<file path="config.mk">
export PLATFORM = sky130hd
export DESIGN_NAME = traffic_light_ctrl
export DESIGN_NICKNAME = d
export VERILOG_FILES = /design/src/rtl/traffic_light_ctrl.sv
export SDC_FILE = /design/constraint.sdc
export NUM_CORES = 1
export LEC_CHECK = 0
export ABC_AREA = 1
export BUFFER_PORTS_ARGS = -buffer_cell sky130_fd_sc_hd__buf_2
export CORE_MARGIN = 3
export CORE_UTILIZATION = 42
export CTS_BUF_LIST = sky130_fd_sc_hd__clkbuf_2
export DETAILED_ROUTE_END_ITERATION = 6
export PLACE_DENSITY = 0.58
export SYNTH_ARGS = -nofsm -noshare
export SYNTH_HDL_FRONTEND = slang
export SYNTH_SLANG_ARGS = --single-unit
</file>
<file path="constraint.sdc">
create_clock -name clk -period 2.4 [get_ports clk]
set_input_delay 0.12 -clock clk [delete_from_list [all_inputs] [get_ports clk]]
set_output_delay 0.12 -clock clk [all_outputs]
set_load 0.1 [all_outputs]
</file>
<file path="src/rtl/traffic_light_ctrl.sv">
// Highway/farm-road intersection controller: drives long/short timer start
// requests, advances on expiry pulses, and latches FAULT if the timer stalls.
module traffic_light_ctrl #(
  parameter int unsigned WDOG_CYCLES = 1024
) (
  input  logic       clk,
  input  logic       reset,
  input  logic       car,
  input  logic       tL,
  input  logic       tS,
  output logic       trL,
  output logic       trS,
  output logic [1:0] hwy,
  output logic [1:0] farm,
  output logic       fault
);

  typedef enum logic [2:0] {HG, HY, FG, FY, FAULT} state_t;

  localparam logic [1:0] RED    = 2'b00;
  localparam logic [1:0] YELLOW = 2'b01;
  localparam logic [1:0] GREEN  = 2'b10;

  state_t      state, nextState;
  logic        longDone, nextLongDone;
  logic        startPending;
  logic [31:0] wdog;
  logic        trig, tLv, tSv;
  logic        awaiting, expected, wdogExpire;
  logic        nextTrL, nextTrS;

  always_ff @(posedge clk) begin
    if (reset) begin
      state        <= HG;
      trL          <= 1'b0;
      trS          <= 1'b0;
      longDone     <= 1'b0;
      wdog         <= '0;
      startPending <= 1'b1;
    end else begin
      state        <= nextState;
      trL          <= nextTrL;
      trS          <= nextTrS;
      longDone     <= nextLongDone;
      startPending <= 1'b0;
      if (nextTrL || nextTrS)
        wdog <= '0;
      else if (awaiting && nextState != FAULT)
        wdog <= wdog + 32'd1;
    end
  end

  always_comb begin
    // Pulses arriving while a start request is on the wire belong to the
    // previous interval; the first post-reset cycle is treated the same way.
    trig     = trL | trS | startPending;
    tLv      = tL & ~trig;
    tSv      = tS & ~trig;
    awaiting = 1'b0;
    expected = 1'b0;
    case (state)
      HG: begin
        awaiting = ~longDone;
        expected = tLv;
      end
      HY, FY: begin
        awaiting = 1'b1;
        expected = tSv;
      end
      FG: begin
        awaiting = 1'b1;
        expected = tLv;
      end
      default: ;
    endcase
    wdogExpire = awaiting && (wdog == 32'(WDOG_CYCLES - 1)) && !expected;

    nextState = state;
    if (startPending)
      nextState = HG;
    else if (wdogExpire)
      nextState = FAULT;
    else begin
      case (state)
        HG:      if ((longDone || tLv) && car) nextState = HY;
        HY:      if (tSv) nextState = FG;
        FG:      if (tLv) nextState = FY;
        FY:      if (tSv) nextState = HG;
        default: nextState = FAULT;
      endcase
    end

    nextTrL = startPending ||
              (nextState != state && (nextState == HG || nextState == FG));
    nextTrS = nextState != state && (nextState == HY || nextState == FY);

    nextLongDone = longDone;
    if (nextTrL && nextState == HG)
      nextLongDone = 1'b0;
    else if (state == HG && tLv)
      nextLongDone = 1'b1;
  end

  always_comb begin
    hwy   = RED;
    farm  = RED;
    fault = 1'b0;
    case (state)
      HG: hwy = GREEN;
      HY: hwy = YELLOW;
      FG: farm = GREEN;
      FY: farm = YELLOW;
      FAULT: begin
        hwy   = YELLOW;
        farm  = YELLOW;
        fault = 1'b1;
      end
      default: ;
    endcase
  end

endmodule

</file>
Word-level counts from Yosys, hierarchy flattened
Index checks and enable logic that the tools add are counted.
- $add $sub $neg: 1
- eq/ne operators: 10
- muxes and demuxes: 13
- bitwise operators: 6
- reduce and logical (&&, ||, !) cells: 23
- operators with widths (cell ; number):
    $add 32x1->32 const B ; 1
    $eq 32x10->1 const B ; 1
    $mux 3 ; 6
    $eq 3x2->1 const B ; 4
    $pmux 3 s4 ; 1
    $reduce_or 2->1 ; 6
    $logic_and 1x1->1 ; 8
    $pmux 2 s2 ; 2
    $eq 3x1->1 const B ; 2
    $logic_not 3->1 ; 2
    $logic_or 1x1->1 ; 5
    $pmux 1 s2 ; 2
    $eq 3x3->1 const B ; 1
    $ne 3x3->1 ; 1
    $ne 3x3->1 const B ; 1
    $reduce_or 3->1 ; 1
    $and 1x1->1 ; 2
    $mux 1 ; 2
    $not 1->1 ; 2
    $or 1x1->1 ; 2
    $logic_not 1->1 ; 1
- register bits: 39
- bits of input ports: 5

Logic depth before layout (Yosys ltp)
Gate-level depths: netlist of run 1.
- word-level depth: 16
- mapped depth: 17
- gate-level depth less buffers: 17

Least setup slack after synthesis of run 1
Ideal clock, no wire load.
- path type: flip-flop to output port
- start: register state[2]
- end: output port farm[0]
- arrival: 2.666 ns
- data required time: 2.280 ns
- slack: -0.386 ns
- cell stages (with the launch flop): 4
- buffers on the path: 0
- cells stage by stage: dfxtp_1 -> inv_2 -> nand2_1 -> o21ai_0
- longest elaborated chain between the ends: 3
- ends and longest elaborated chain (what ; line ; source):
    from (decl) ; 24 ; state_t state, nextState;
    from (signal assigned) ; 41 ; state <= nextState;
    $eq 3x3->1 / $eq 3x2->1 (equally long branches) ; 108 ; case (state)
    $reduce_or 2->1 (no line) ; - ;
    $pmux 2 s2 (*) ; 108 ;
    to (decl) ; 14 ; output logic [1:0] farm,
Mark *: on every way between the ends. The rest lies on a longest branch, timed or not.

Final worst setup path of run 1
- start: register wdog[0]
- end: register wdog[27]
- longest elaborated chain between the ends: 11
- ends and longest elaborated chain (what ; line ; source):
    from (decl) ; 27 ; logic [31:0] wdog;
    from (signal assigned) ; 49 ; wdog <= wdog + 32'd1;
    $eq 32x10->1 ; 76 ; wdogExpire = awaiting && (wdog == 32'(WDOG_CYCLES - 1)) && !expected;
    $logic_and 1x1->1 (2 in a row) ; 76 ;
    $mux 3 ; 81 ; else if (wdogExpire)
    $mux 3 ; 79 ; if (startPending)
    $eq 3x2->1 / $logic_not 3->1 (equally long branches) ; 94 ; (nextState != state && (nextState == HG || nextState == FG));
    $logic_or 1x1->1 ; 94 ;
    $logic_and 1x1->1 ; 94 ;
    $logic_or 1x1->1 ; 93 ; nextTrL = startPending ||
    $logic_or 1x1->1 ; 46 ; if (nextTrL || nextTrS)
    $reduce_or 2->1 (no line) ; - ;
Several ways; a longest one is shown, not always the timed one.
A chain may end at the register's enable or synchronous reset.

==> impl.org, run 1 <==
** Timing
- Derived from the worst setup path, the maximum achievable clock frequency is 453 MHz.
- Minimum setup slack in the final design :: 0.193 ns
- Final number of setup-violating endpoints :: 0
- Setup tns final :: 0 ns
- Number of endpoints with negative hold slack in the final report :: 0
- Unrepaired setup endpoints after global routing :: no
- The clock arrives with 0.0181 ns of skew.
- Final cycle utilization of the critical path :: 0.919
- Time the worst path needs with I/O delays and setup :: 2.21 ns
- Worst slew margin relative to its limit :: 0.594
- At the pin with the least slew margin, the transition time is 0.604 ns.
- Final Max Slew Viols :: 0

** CTS
- After clock tree synthesis, the clock-pin slew on the worst setup and hold paths is 0.21 ns.
- The H-tree was split into 2 levels.
- Clock insertion delay at the later pin of the skew report :: 0.40 ns
- Number of buffers created by CTS :: 5
- CTS tree :: built
- Deepest clock path buffer count :: 2
- Sink Count :: 39
- Clock tree synthesis selected as its root buffer the cell sky130_fd_sc_hd__clkbuf_2.

** Die
- The die is 85.6 um wide.
- In this run the standard cell core region covers 6030 um^2.
- The die covers 7320 um^2.
- Vertical extent of the die :: 85.6 um
- During I/O placement, the number of pins put on the boundary was 12.
- Row cnt :: 28
- Starting density of the core :: 0.441

** Setup path
- On the critical path, the stage with the largest delay is an instance of sky130_fd_sc_hd__dfxtp_2.
- Data required time of the worst path :: 2.72 ns
- Crit-path leading delay family :: simple AND/OR/NAND/NOR gates
- The worst setup path is captured at a register.
- Arrival time at the worst endpoint :: 2.53 ns
- The critical path is of the reg -> reg type.
- The largest single stage delay on the critical path is 0.40 ns.
- Of all nets on the critical path, the largest fanout is 16.
- Crit path buf inv count :: 3
- Traced cell by cell, the critical path runs through ha_1 -> inv_1 -> nor2_2 -> nand2_2 -> inv_2 -> nand2_1 -> nor2_1 -> nand3_1 -> nand3_1 -> nand2_1 -> nand4_2 -> nand2_2 -> nand3_4 -> clkbuf_16 -> nor2_1.
- Critical path launch point type :: register

** Pwr
- Part of the power in registers :: 0.564
- Internal power :: 0.865 mW
- Clock network power share :: 0.338
- Comb power frac :: 0.097
- Pwr/cell area :: 401 nW/um^2
- Worst ir drop on vdd :: 274 uV
- Of the total power, the share spent switching nets is 0.262.
- Switching power total :: 0.306 mW
- Leak :: 1.25 nW

** GRT
- Across every metal layer, demand over resource in global routing totals 0.180.
- First-pass GRT wire length :: 10700 um
- Pin count of the biggest net entering global routing :: 33
- For this run the aggregate overflow at the end of global routing stands at 0.
- The number of global-route vias before repair was 2314.
- Initial antenna violation count :: 0

** Synth
- The cell count after synthesis came out at 424.
- After synthesis, the netlist uses 28 different library cells.
- The Yosys step of the flow raised 0 warnings.
- The share of the Yosys chip area taken by registers is 0.294.
- Syn_nets :: 430
- Flop and latch count out of synthesis :: 39
- The cell area that synthesis handed to floorplanning was 2660 um^2.
- Dividing the synthesized area by the synthesized cell count gives 6.27 um^2.

** Detailed routing
- Number of nets still failing antenna checks after routing :: 0
- Number of vias in the routed layout :: 2471
- Routed via count divided by cell count :: 4.77
- After detailed routing, the total wire length is 6310 um.
- After detailed routing, the average wire length per cell comes to 12.2 um.
- Post-route DRC :: 0
- The first TritonRoute pass finished after 5 iterations.
- Detailed router's first-iteration violation count :: 164

** Run status
- Run status :: complete, no violations

** Placement
- After detailed placement, the total cell area comes to 2790 um^2.
- Detailed placement finished with a half-perimeter wire length of 4700 um.
- Post-Place Worst Slack :: 0.142 ns
- The congestion estimate from routability-driven global placement came to 0.887.
- Number of I/O port buffers :: 11

** Finish
- Final Net Count :: 449
- The repair_antennas step left the layout with diodes totalling 0.
- Area grow syn2layout :: 9.74%
- Share of layout cells above drive strength 1 :: 0.153
- Summed area of non-filler cells in the final layout :: 2920 um^2
- Fill cell count :: 638

** Worst hold path
- The path class of the tightest hold or removal check is in -> reg.

** Run
- Across the run, the number of max-cap violations was 0.
[cells in the mapped netlist, drive strengths merged]
library cell	count	area (um^2)
xor2	23	201
o21ai	7	35.0
xnor2	5	43.8
nand3	16	103
ha	1	12.5
nand3b	3	22.5
o211ai	1	7.51
and3	1	6.26
nor2	98	423
nand2	118	460
buf	8	86.3
nand4	19	125
nor4	4	25.0
dfxtp	39	781
a31oi	1	6.26
inv	68	258
nor3	10	50.1
a21oi	2	13.8
[tightest hold or removal path, cell delays in order]
cell and delay, ns:
sky130_fd_sc_hd__buf_2 0.10, sky130_fd_sc_hd__nand3_1 0.14, sky130_fd_sc_hd__nand2_1 0.09, sky130_fd_sc_hd__o211ai_1 0.08, sky130_fd_sc_hd__nor2_1 0.05
[cells by family after synthesis]
kind of cell / count (synthesis) / synth area share
and+or+nand+nor: 269 / 0.457
buffers and inverters: 76 / 0.129
DFF: 39 / 0.294
xor gates and xnor gates: 28 / 0.0922
AOI/OAI and AO/OA: 11 / 0.0235
adders and majority gates: 1 / 0.00470
[power groups by stage]
stage / Clock (mW) / Sequential, mW / Combinational (mW)
final: 0.397 / 0.661 / 0.114
after global routing: 0.433 / 0.662 / 0.126
after CTS: 0.408 / 0.660 / 0.104
after detailed placement: 0 / 0.673 / 0.103
after global placement: 0 / 0.673 / 0.103
after floorplan: 0 / 0.683 / 0.0753
[path summary, 6_finish.rpt]
path / from / endpoint / slack (ns) / cells after the start
max: wdog[0]$_SDFFE_PP0P_ / wdog[27]$_SDFFE_PP0P_ / 0.19 / 15
min: tL / longDone$_SDFFE_PP0P_ / 0.20 / 5
max reg2reg: wdog[0]$_SDFFE_PP0P_ / wdog[27]$_SDFFE_PP0P_ / 0.19 / 15
min reg2reg: wdog[1]$_SDFFE_PP0P_ / wdog[1]$_SDFFE_PP0P_ / 0.57 / 4
[routing by layer]
| metal | GRT usage | wire length, um | share of wire | up-vias |
|---|---|---|---|---|
| met5 | 0 | 0 | 0 | - |
| met4 | 0.0345 | 58 | 0.0092 | 0 |
| met3 | 0.0288 | 233 | 0.037 | 6 |
| met2 | 0.286 | 2760 | 0.44 | 51 |
| met1 | 0.258 | 3260 | 0.52 | 1077 |
| li1 | - | - | - | 1337 |
[cells in the final DEF, fill, tap and decap left out, types with 2 or more instances in the layout]
| cell | count |
|---|---|
| sky130_fd_sc_hd__inv_2 | 4 |
| sky130_fd_sc_hd__o21ai_1 | 5 |
| sky130_fd_sc_hd__nor2_1 | 76 |
| sky130_fd_sc_hd__nand2_1 | 111 |
| sky130_fd_sc_hd__nor2_2 | 21 |
| sky130_fd_sc_hd__inv_1 | 63 |
| sky130_fd_sc_hd__buf_2 | 11 |
| sky130_fd_sc_hd__nand2_2 | 6 |
| sky130_fd_sc_hd__nand4_1 | 18 |
| sky130_fd_sc_hd__nor4_1 | 3 |
| sky130_fd_sc_hd__nand3_1 | 13 |
| sky130_fd_sc_hd__nand3b_1 | 3 |
| sky130_fd_sc_hd__nor3_1 | 10 |
| sky130_fd_sc_hd__dfxtp_2 | 2 |
| sky130_fd_sc_hd__buf_4 | 5 |
| sky130_fd_sc_hd__o21ai_0 | 2 |
| sky130_fd_sc_hd__xnor2_1 | 5 |
| sky130_fd_sc_hd__nand3_2 | 2 |
| sky130_fd_sc_hd__xor2_1 | 23 |
| sky130_fd_sc_hd__clkbuf_2 | 6 |
| sky130_fd_sc_hd__dfxtp_1 | 37 |
[stage by stage]
step	util	cells	power, mW	hold slack [ns]
after detailed placement	0.463	509	0.776	0.334
after floorplan	-	424	0.759	0.148
after global placement	0.463	509	0.776	0.328
after CTS	0.475	517	1.17	0.186
after global routing	0.484	518	1.22	0.205
final	0.484	518	1.17	0.198
[registers in the layout, indices dropped and copies added (netlist names)]
| register | cells |
|---|---|
| longDone | 1 |
| startPending | 1 |
| state | 3 |
| trL | 1 |
| trS | 1 |
| wdog | 32 |
[layout make-up]
class,count,area [um^2],area share
clock buffers,6,30.0,0.0103
clock inverters,1,30.0,0.0103
inverters,68,263,0.0900
multi-input cells,309,1560,0.535
flip-flops and latches,39,783,0.268
well taps,75,93.8,0.0321
repair buffers,20,159,0.0544
[what timing repair did]
item                                    CTS  global route
hold endpoints to repair                  6             0
endpoints found under the setup margin    0            28
gates resized for setup                   0             8
hold buffers                              1             0
setup buffers                             0             0
Power figures use the tool's default switching activity.
==> run 2: changes to the inputs <==
--- a/config.mk
+++ b/config.mk
@@ -11,7 +11,9 @@
 export CORE_UTILIZATION = 42
 export CTS_BUF_LIST = sky130_fd_sc_hd__clkbuf_2
 export DETAILED_ROUTE_END_ITERATION = 6
+export MAX_ROUTING_LAYER = met4
 export PLACE_DENSITY = 0.58
+export SETUP_SLACK_MARGIN = 0.4
 export SYNTH_ARGS = -nofsm -noshare
 export SYNTH_HDL_FRONTEND = slang
 export SYNTH_SLANG_ARGS = --single-unit
==> run 2 against run 1 <==
  * Global-route usage increased by 1.5 points
  * Sequential share of layout area shrank 3.7 points
  * First-iteration DRC count is 7.9% higher
  * Total power up 5.1%
  * Combinational power up 54%
  * Hold slack got worse by 0.081 ns
  * Fmax increased by 7.1%
  * Core utilization grew 12 points
  * Sequential power fell by 2%
  * Critical path type unchanged
  * Critical endpoint is now wdog[2]$_SDFFE_PP0P_
  * Largest cell class unchanged
  * Highest routed layer unchanged
==> impl.org, run 2 (synthesis gave the netlist of run 1 again) <==
** Finish
- Highest-count cells in the layout ignoring fill and taps :: 99 x sky130_fd_sc_hd__nand2_1, 57 x sky130_fd_sc_hd__inv_1, 47 x sky130_fd_sc_hd__nor2_1
- Fill cell count :: 552 (-13%)
- The flip-flop count of the largest register after layout came to 32 (unchanged).
- The utilization after layout came to 0.609 (+0.125).
- Summed area of non-filler cells in the final layout :: 3670 um^2 (+26%)
- Largest register by flop count :: wdog
- The area of the multi-input gates came to 1920 um^2 (+23%).
- The net count reported at finish was 484 (+7.8%).
- Regs by FF count :: wdog (32), state (3)
- Area grow syn2layout :: 38.0%
- The proportion of layout cells with a drive suffix above 1 was 0.382 (+0.229).
- FF/Latch Area :: 850 um^2 (+8.5%)
- Antenna cell count :: 0 (unchanged)
- Leaving out fill and tap cells, the most frequent cell in the layout is sky130_fd_sc_hd__nand2_1.

** Detailed routing
- WL final :: 7570 um (+20%)
- The detailed-route via count is 2817 (+14%).
- The number of DRC violations after detailed routing came to 0 (unchanged).
- The number of antenna-violating nets in the routed design was 0 (unchanged).
- Average wire length per cell after detail routing :: 13.7 um (+12%)
- Routed via count divided by cell count :: 5.08 (+6.6%)
- Detailed router's first-iteration violation count :: 177 (+7.9%)
- Initial DRT Pass Iterations :: 5 (unchanged)

** Timing
- The number of setup violations in the final report was 0 (unchanged).
- The highest clock frequency the design can meet came to 485 MHz (+7.1%).
- The slew at the pin closest to its max-slew limit was 0.554 ns (-0.0504 ns).
- The count of pins over their slew limit came to 0 (unchanged).
- The minimum clock period was 2.06 ns (-0.147 ns).
- The final hold violation count came to 0 (unchanged).
- Minimum setup slack in the final design :: 0.340 ns (+0.147 ns)
- Setup tns final :: 0 ns (unchanged)
- The worst-case headroom to the max-slew limit came to 0.628 (+0.0339).
- Unrepaired setup endpoints after global routing :: yes
- Final cycle utilization of the critical path :: 0.858 (-0.0611)
- The clock skew after layout came to 0.0202 ns (+0.00210 ns).

** Placement
- The number of I/O port buffers came to 11 (unchanged).
- The HPWL after detailed placement came to 4670 um (-0.54%).
- The placed cell area came to 2810 um^2 (+0.67%).
- The worst slack at placement came to 0.163 ns (+0.0210 ns).
- Last weighted congestion value of the routability-driven placer :: 0.887 (about the same)

** Setup path
- The register-to-register setup slack is 0.34 ns (+0.15 ns).
- Startpoint of the worst register-to-register path :: wdog[0]$_SDFFE_PP0P_
- The critical path data arrival time came to 2.42 ns (-0.11 ns).
- The worst register-to-register path ends at wdog[2]$_SDFFE_PP0P_.
- The critical path is of the reg -> reg type.
- Data required time of the worst path :: 2.76 ns (+0.04 ns)
- The cell depth of the worst flop-to-flop path came to 14 (-1).
- Critical path launch point type :: register
- Worst Path Max Fanout :: 8 (-8)
- Endpoint kind of the worst setup timing path :: register

** CTS
- The clock transition time at the flip-flop clock pins of the worst setup and hold paths was 0.21 ns (about the same).
- Clock insertion delay at the later pin of the skew report :: 0.42 ns (+0.02 ns)
- Root Buffer :: sky130_fd_sc_hd__clkbuf_2
- The H-tree depth was 2 (unchanged).
- Sink Count :: 39 (unchanged)
- Deepest clock path buffer count :: 2 (unchanged)
- Number of buffers created by CTS :: 5 (unchanged)
- CTS tree :: built

** Worst hold path
- Worst min-delay path startpoint :: tL
- Worst hold path stage count :: 5 (unchanged)
- Capture endpoint of the worst hold path :: longDone$_SDFFE_PP0P_
- Worst min path class :: in -> reg

** Pwr
- The peak supply drop was 290 uV (+5.6%).
- Leak :: 1.55 nW (+24%)
- The cell area power density was 335 nW/um^2 (-16%).
- The power after layout was 1.23 mW (+5.1%).

** Die
- The area of the core region was 6030 um^2 (unchanged).
- The row count came to 28 (unchanged).
- DIE AREA :: 7320 um^2 (unchanged)
- I/O pin count :: 12 (unchanged)
- The starting density of the core came to 0.441 (unchanged).
- Horizontal die dimension :: 85.6 um (unchanged)
- The height of the chip is 85.6 um (unchanged).

** GRT
- Overall fraction of global-route tracks in use :: 0.195 (+0.0150)
- Pin count of the biggest net entering global routing :: 26 (-21%)
- Total congestion overflow after global routing :: 0 (unchanged)
- Vias in the first global route :: 2394 (+3.5%)
- Initial antenna violation count :: 0 (unchanged)
- The global-route wire length before repair is 11200 um (+5.2%).

** Run
- Maximum capacitance violations :: 0 (unchanged)

** Run status
- The run finished with clean final reports.
==> run 2: cell type report <==
class | instances | area share
inverters | 68 | 0.0746
repair buffers | 55 | 0.127
multi-input cells | 309 | 0.524
clock buffers | 5 | 0.00682
clock inverters | 3 | 0.0106
well taps | 75 | 0.0256
flip-flops and latches | 39 | 0.231
==> run 2: through the flow <==
step / hold WS (ns) / std cells
2_1_floorplan: 0.148 / 424
6_report: 0.118 / 554
4_1_cts: 0.144 / 526
5_1_grt: 0.146 / 554
3_3_place_gp: 0.346 / 508
3_5_place_dp: 0.340 / 508
==> run 2: report_power, final <==
| group | leakage [nW] | switching [mW] | internal (mW) |
|---|---|---|---|
| Combinational | 1.17 | 0.111 | 0.0642 |
| Sequential | 0.332 | 0.00609 | 0.640 |
| Clock | 0.0404 | 0.238 | 0.171 |
==> run 2: worst max-delay path by stage <==
stage,from,to,slack [ns],cells after the start
final,wdog[0]$_SDFFE_PP0P_,wdog[2]$_SDFFE_PP0P_,0.34,14
after global routing,wdog[1]$_SDFFE_PP0P_,wdog[12]$_SDFFE_PP0P_,0.26,14
after CTS,wdog[1]$_SDFFE_PP0P_,wdog[8]$_SDFFE_PP0P_,0.39,14
after detailed placement,wdog[1]$_SDFFE_PP0P_,wdog[20]$_SDFFE_PP0P_,0.16,16
after global placement,wdog[0]$_SDFFE_PP0P_,wdog[22]$_SDFFE_PP0P_,0.25,12
after floorplan,state[0]$_SDFF_PP0_,wdog[1]$_SDFFE_PP0P_,0.29,16
==> run 2: layer usage <==
metal | track usage | part of all wire
met3 | 0.0384 | 0.047
met4 | 0.0518 | 0.021
met2 | 0.292 | 0.48
met5 | - | 0
met1 | 0.268 | 0.45
==> run 2: worst max-delay path, stage by stage, from the launching register on <==
cell and delay, ns:
sky130_fd_sc_hd__dfxtp_2 0.40, sky130_fd_sc_hd__ha_4 0.15, sky130_fd_sc_hd__inv_4 0.04, sky130_fd_sc_hd__nor2_4 0.09
sky130_fd_sc_hd__nand2_2 0.08, sky130_fd_sc_hd__inv_2 0.09, sky130_fd_sc_hd__nand2_2 0.07, sky130_fd_sc_hd__nor2_4 0.09
sky130_fd_sc_hd__nand3_2 0.11, sky130_fd_sc_hd__nand4_1 0.17, sky130_fd_sc_hd__nand4_2 0.12, sky130_fd_sc_hd__nand2_2 0.11
sky130_fd_sc_hd__nand3_4 0.17, sky130_fd_sc_hd__clkbuf_16 0.25, sky130_fd_sc_hd__nor2_2 0.07
==> run 2: repair_timing <==
action | 4_1_cts | 5_1_grt
cloned | 2 | 1
hold buffers | 1 | 0
setup endpoints to repair | 32 | 33
buffers inserted | 7 | 27
gates resized for setup | 18 | 122
endpoints found under the hold margin | 6 | 0
pin swaps | 5 | 11
